--- src/rtl/kb_pkg.sv ---
// Shared types and constants for the PS/2 keyboard receiver.
package kb_pkg;
   typedef enum logic [1:0] {IDLE, DATA, PARITY, STOP} kb_state_e;

   localparam logic [7:0] BREAK_CODE = 8'hF0;
   localparam logic [7:0] EXT_CODE   = 8'hE0;
   localparam int         DATA_BITS  = 8;

   // Odd parity over data plus parity bit means the frame is good.
   function automatic logic frame_parity_ok(input logic [DATA_BITS-1:0] d, input logic p);
      return ^{d, p};
   endfunction
endpackage

--- src/rtl/ps2_edge_filter.sv ---
// Synchroniser plus stability filter for the PS/2 clock; emits a one-cycle pulse on a filtered fall.
module ps2_edge_filter #(
   parameter int SYNC_STAGES = 2,
   parameter int FILTER_LEN  = 4
) (
   input  logic clk,
   input  logic rst,
   input  logic i_pin,
   output logic o_fall
);
   localparam int CW = (FILTER_LEN > 1) ? $clog2(FILTER_LEN) : 1;

   logic [SYNC_STAGES-1:0] r_sync;
   logic                   r_level;
   logic [CW-1:0]          r_cnt;
   logic                   r_fall;
   logic                   w_sync;

   assign w_sync = r_sync[SYNC_STAGES-1];
   assign o_fall = r_fall;

   always_ff @(posedge clk) begin
      if (rst) r_sync <= '1;
      else     r_sync <= {r_sync[SYNC_STAGES-2:0], i_pin};
   end

   // Level only moves after FILTER_LEN consecutive disagreeing samples.
   always_ff @(posedge clk) begin
      if (rst) begin
         r_level <= 1'b1;
         r_cnt   <= '0;
         r_fall  <= 1'b0;
      end else begin
         r_fall <= 1'b0;
         if (w_sync != r_level) begin
            if (r_cnt == CW'(FILTER_LEN-1)) begin
               r_level <= w_sync;
               r_cnt   <= '0;
               r_fall  <= ~w_sync;
            end else begin
               r_cnt <= r_cnt + 1'b1;
            end
         end else begin
            r_cnt <= '0;
         end
      end
   end
endmodule

--- src/rtl/ps2_kb_receiver.sv ---
// PS/2 keyboard frame receiver presenting the last scan code as a level for the CPU.
// Optional build macro KB_BREAK_FILTER_EN hides break sequences (F0 xx) so only make codes appear.
module ps2_kb_receiver
   import kb_pkg::*;
#(
   parameter int SYNC_STAGES    = 2,
   parameter int FILTER_LEN     = 4,
   parameter int TIMEOUT_CYCLES = 50000
) (
   input  logic       main_clk,
   input  logic       rst,
   input  logic       ps2_clk,
   input  logic       ps2_data,
   output logic [7:0] kb_data,
   output logic       kb_strobe,
   output logic       kb_err
);
   localparam int BW = $clog2(DATA_BITS);
   localparam int TW = $clog2(TIMEOUT_CYCLES);

   kb_state_e              r_state, w_state_nxt;
   logic [DATA_BITS-1:0]   r_shift, w_shift_nxt;
   logic [BW-1:0]          r_bit_cnt, w_bit_cnt_nxt;
   logic                   r_parity, w_parity_nxt;
   logic [TW-1:0]          r_to_cnt, w_to_cnt_nxt;
   logic [SYNC_STAGES-1:0] r_data_sync;
   logic [7:0]             r_kb_data;
   logic                   r_strobe, r_err;
   logic                   w_fall, w_data, w_timeout, w_accept, w_err;
`ifdef KB_BREAK_FILTER_EN
   logic                   r_break_pending;
`endif

   assign kb_data   = r_kb_data;
   assign kb_strobe = r_strobe;
   assign kb_err    = r_err;

   ps2_edge_filter #(
      .SYNC_STAGES (SYNC_STAGES),
      .FILTER_LEN  (FILTER_LEN)
   ) u_clk_filt (
      .clk    (main_clk),
      .rst    (rst),
      .i_pin  (ps2_clk),
      .o_fall (w_fall)
   );

   always_ff @(posedge main_clk) begin
      if (rst) r_data_sync <= '1;
      else     r_data_sync <= {r_data_sync[SYNC_STAGES-2:0], ps2_data};
   end

   assign w_data    = r_data_sync[SYNC_STAGES-1];
   assign w_timeout = (r_to_cnt == TW'(TIMEOUT_CYCLES-1));

   always_ff @(posedge main_clk) begin
      if (rst) begin
         r_state   <= IDLE;
         r_shift   <= '0;
         r_bit_cnt <= '0;
         r_parity  <= 1'b0;
         r_to_cnt  <= '0;
      end else begin
         r_state   <= w_state_nxt;
         r_shift   <= w_shift_nxt;
         r_bit_cnt <= w_bit_cnt_nxt;
         r_parity  <= w_parity_nxt;
         r_to_cnt  <= w_to_cnt_nxt;
      end
   end

   // A fall in the expiry cycle is treated as a normal bit, so it is checked first.
   always_comb begin
      w_state_nxt   = r_state;
      w_shift_nxt   = r_shift;
      w_bit_cnt_nxt = r_bit_cnt;
      w_parity_nxt  = r_parity;
      w_to_cnt_nxt  = r_to_cnt;
      w_accept      = 1'b0;
      w_err         = 1'b0;
      if (w_fall) begin
         w_to_cnt_nxt = '0;
         case (r_state)
            IDLE: begin
               if (!w_data) begin
                  w_state_nxt   = DATA;
                  w_shift_nxt   = '0;
                  w_bit_cnt_nxt = '0;
               end else begin
                  w_err = 1'b1;
               end
            end
            DATA: begin
               w_shift_nxt   = {w_data, r_shift[DATA_BITS-1:1]};
               w_bit_cnt_nxt = r_bit_cnt + 1'b1;
               if (r_bit_cnt == BW'(DATA_BITS-1)) w_state_nxt = PARITY;
            end
            PARITY: begin
               w_parity_nxt = w_data;
               w_state_nxt  = STOP;
            end
            STOP: begin
               w_state_nxt = IDLE;
               if (w_data && frame_parity_ok(r_shift, r_parity)) w_accept = 1'b1;
               else                                              w_err    = 1'b1;
            end
            default: w_state_nxt = IDLE;
         endcase
      end else if (r_state == IDLE) begin
         w_to_cnt_nxt = '0;
      end else if (w_timeout) begin
         w_state_nxt   = IDLE;
         w_shift_nxt   = '0;
         w_bit_cnt_nxt = '0;
         w_to_cnt_nxt  = '0;
         w_err         = 1'b1;
      end else begin
         w_to_cnt_nxt = r_to_cnt + 1'b1;
      end
   end

   always_ff @(posedge main_clk) begin
      if (rst) begin
         r_kb_data <= 8'h00;
         r_strobe  <= 1'b0;
         r_err     <= 1'b0;
`ifdef KB_BREAK_FILTER_EN
         r_break_pending <= 1'b0;
`endif
      end else begin
         r_strobe <= 1'b0;
         r_err    <= w_err;
         if (w_accept) begin
`ifdef KB_BREAK_FILTER_EN
            if (r_shift == BREAK_CODE) begin
               r_break_pending <= 1'b1;
            end else if (r_break_pending) begin
               r_break_pending <= 1'b0;
            end else begin
               r_kb_data <= r_shift;
               r_strobe  <= 1'b1;
            end
`else
            r_kb_data <= r_shift;
            r_strobe  <= 1'b1;
`endif
         end
      end
   end
endmodule
--- config.mk ---
export PLATFORM = sky130hd
export DESIGN_NAME = ps2_kb_receiver
export DESIGN_NICKNAME = d
export VERILOG_FILES = /design/src/rtl/kb_pkg.sv /design/src/rtl/ps2_edge_filter.sv /design/src/rtl/ps2_kb_receiver.sv
export SDC_FILE = /design/constraint.sdc
export NUM_CORES = 1
export LEC_CHECK = 0
export CORE_MARGIN = 8
export CORE_UTILIZATION = 60
export CTS_BUF_LIST = sky130_fd_sc_hd__clkbuf_8
export CTS_CLUSTER_SIZE = 30
export DETAILED_ROUTE_END_ITERATION = 8
export PLACE_DENSITY = 0.88
export SYNTH_ARGS = -nofsm -noshare
export SYNTH_HDL_FRONTEND = slang
export SYNTH_HIERARCHICAL = 1
export SYNTH_SLANG_ARGS = --single-unit
export TNS_END_PERCENT = 10
--- constraint.sdc ---
create_clock -name main_clk -period 3.5 [get_ports main_clk]
set_input_delay 0.525 -clock main_clk [delete_from_list [all_inputs] [get_ports main_clk]]
set_output_delay 0.525 -clock main_clk [all_outputs]
set_load 0.02 [all_outputs]
==> impl_metrics.csv <==
group,metric,value,unit
clocking,cts_resized,0,
floorplan,dieArea,5840,um^2
final_layout,final_nets,250,
final_layout,mostFrequentLayoutCells,"dfxtp_1 (48), nor2_1 (29), mux2i_1 (18)",
flow_run,drv_cap,0,
final_layout,syn_to_final_growth,11.1,%
routing,first_iter_violations,105,
global_routing,grt_antenna_before_repair,0,
synth,synth-seq-cells,48,
clocking,cts_tree,"done",
setup_path,cp-start-kind,"flop",
synth,syn_avg_cell_area,9.73,um^2
final_layout,drive_gt1_share,8.82,%
sta,fmax,498,MHz
floorplan,initial_core_util,61.2,%
final_layout,finish.utilization,68.0,%
power,leakagePower,0.863,nW
sta,relSlewSlack,62.5,%
sta,finalCriticalPeriod,2.01,ns
final_layout,diodes,0,
floorplan,fp-row-count,22,
routing,drt_wl_total,3.48,mm
sta,tightest_slew,0.561,ns
routing,avgRoutedWirePerCell,12.2,um
floorplan,die_h,76.4,um
clocking,htreeDepth,2,
setup_path,cpPeakStageDelay,0.56,ns
routing,firstDrtPassIters,4,
setup_path,cp.depth,5,
sta,rsz0062_at_grt,"false",
synth,yosysUniqueCellTypes,39,
synth,synth_area,2190,um^2
synth,synth_warnings,6,
power,power.density,369,nW/um^2
placed_design,dp_hpwl,2.47,mm
global_routing,grt_util_met3,4.01,%
clocking,clockBufferDepth,2,
global_routing,grtUsageTotal,12.2,%
synth,seq_area_frac_synth,43.9,%
setup_path,worst_r2r_path_depth,5,
setup_path,critPathTopFamily,"simple AND/OR/NAND/NOR gates",
global_routing,grt_max_degree,41,
global_routing,grtUsageMet1,12.8,%
global_routing,grt_pass1_vias,1412,
min_path,whs_path_depth,1,
final_layout,mostFrequentLayoutCell,"dfxtp_1",
setup_path,cp_cell_sequence,"or4b_1 -> nor4_2 -> o32a_2 -> mux2i_1 -> nor2_1",
floorplan,fp.coreArea,3580,um^2
sta,fin_tns_setup,0,ns
setup_path,worst-path-buf-inv,0,
clocking,cts-root-buf,"clkbuf_8",
clocking,clk_latency,0.30,ns
sta,setup_viol,0,
routing,postRouteAntennaNets,0,
setup_path,slowest_stage,"or4b_1",
global_routing,grtUsageMet2,21.8,%
clocking,ctsHoldBuffers,0,
routing,vias,1542,
clocking,cts_buffers,5,
routing,via_per_inst,5.39,
placed_design,portBuffers,13,
min_path,hold_class,"flop to flop",
setup_path,worst-path-max-fanout,11,
clocking,postCtsSetupBuffers,0,
sta,finClkSkew,0.00753,ns
setup_path,crit_path_end_kind,"flop",
sta,hold_viol_final,0,
synth,syn-num-nets,238,
setup_path,critPathKind,"flop to flop",
clocking,cts.clk_slew.worst_paths,0.08,ns
sta,final_max_slew_viol_count,0,
setup_path,crit_required,3.68,ns
routing,drc,0,
sta,period_share,57.3,%
floorplan,ios,14,
placed_design,globalplace.congestion,0.802,
clocking,clock_sinks,48,
floorplan,chipWidth,76.4,um
power,peakVddDrop,0.233,mV
global_routing,grt_pass1_wl,6.04,mm
run_status,outcome,"finished, final reports clean",
final_layout,num-fill-cells,282,
global_routing,grt.overflow.total,0,
synth,synth_cells,225,
global_routing,top_usage_layer,"met2",
setup_path,crit_arrival,2.18,ns
## registers in the layout (all words and copies together), names as in the netlist
| name | flops |
|---|---|
| r_data_sync | 2 |
| r_parity | 1 |
| r_shift | 8 |
| u_clk_filt/r_sync | 2 |
| kb_err | 1 |
| u_clk_filt/o_fall | 1 |
| r_bit_cnt | 3 |
| r_to_cnt | 16 |
| u_clk_filt/r_level | 1 |
| u_clk_filt/r_cnt | 2 |
| kb_data | 8 |
| kb_strobe | 1 |
| r_state | 2 |
## final timing paths
kind,slack (ns),from,end
max,1.49,r_to_cnt[4]$_SDFF_PP0_,r_shift[5]$_SDFFE_PP0P_
min,0.41,r_data_sync[0]$_SDFF_PP1_,r_data_sync[1]$_SDFF_PP1_
max reg2reg,1.49,r_to_cnt[4]$_SDFF_PP0_,r_shift[5]$_SDFFE_PP0P_
min reg2reg,0.41,r_data_sync[0]$_SDFF_PP1_,r_data_sync[1]$_SDFF_PP1_
## final cells by class
cell class / count / area, um^2 / share of cell area, %
repair buffers: 14 / 138 / 5.66
well taps: 48 / 60.1 / 2.47
clock buffers: 6 / 82.6 / 3.39
flip-flops and latches: 48 / 961 / 39.5
inverters: 4 / 15.0 / 0.617
multi-input cells: 164 / 1170 / 48.0
clock inverters: 2 / 10.0 / 0.411
## per-stage QoR
step / area [um^2] / worst slack (ns) / std cells / hold slack, ns / total power [mW]
3_5_place_dp: 2340 / 1.50 / 278 / 0.394 / 0.579
5_1_grt: 2430 / 1.30 / 286 / 0.437 / 0.930
2_1_floorplan: 2190 / 1.70 / 225 / 0.383 / 0.572
4_1_cts: 2430 / 1.49 / 286 / 0.413 / 0.906
3_3_place_gp: 2340 / 1.54 / 278 / 0.390 / 0.579
6_report: 2430 / 1.49 / 286 / 0.410 / 0.898
## cells in the mapped netlist
cell type	n	share of area, %
or2_2	2	0.57
nor2_4	1	0.51
o22ai_1	1	0.29
ha_1	9	5.1
mux2_2	1	0.51
and4bb_2	1	0.57
nor4b_2	1	0.69
xor2_1	10	4.0
nor2b_1	1	0.29
buf_8	1	0.69
nand4_1	2	0.57
xnor2_1	9	3.6
nand2_1	13	2.2
nand3_1	6	1.4
or3_1	2	0.57
buf_2	1	0.23
or4b_4	1	0.63
clkbuf_1	7	1.2
and3_1	13	3.7
inv_2	1	0.17
nor3_1	3	0.69
dfxtp_1	48	44
o32a_2	1	0.51
inv_1	3	0.51
nand2b_1	17	4.9
o41ai_2	1	0.74
a21oi_1	6	1.4
nor4_2	1	0.57
nor2_1	29	5.0
or2_1	2	0.57
or4b_1	1	0.46
and4_1	1	0.40
mux2_1	2	1.0
xnor3_1	1	1.0
nand4b_1	3	1.2
a211o_2	1	0.46
nor4_1	1	0.29
o21ai_0	3	0.69
mux2i_1	18	8.2
## worst register-to-register path: cells and delay by family (launching register included)
| family | cells | cell delay, ns |
|---|---|---|
| flip-flops | 1 | 0.35 |
| AND/OR/NAND/NOR | 3 | 0.91 |
| AO/OA/AOI/OAI | 1 | 0.40 |
| multiplexers | 1 | 0.24 |
## cells by family (layout without fill, tap and decap cells)
family | Yosys count | in the layout | share of synthesized area (%)
AOI/OAI and AO/OA | 13 | 13 | 4.06
adders and majority gates | 9 | 9 | 5.14
xor gates and xnor gates | 20 | 20 | 8.63
muxes | 21 | 21 | 9.77
DFF | 48 | 48 | 43.9
buffers and inverters | 13 | 26 | 2.80
and+or+nand+nor | 101 | 101 | 25.7
## where the power goes
group          leakage (nW)  internal [mW]  switching (mW)
registers             0.388          0.548         0.00142
clock network        0.0510          0.158           0.174
logic                 0.424        0.00880         0.00750
total                 0.863          0.714           0.183
## layer usage
layer,routed length (um),share of wire (%)
met5,0,0
met3,116,3.3
met4,55,1.6
met1,1630,47
met2,1680,48
Note: power is estimated with default switching activity, not from simulation.
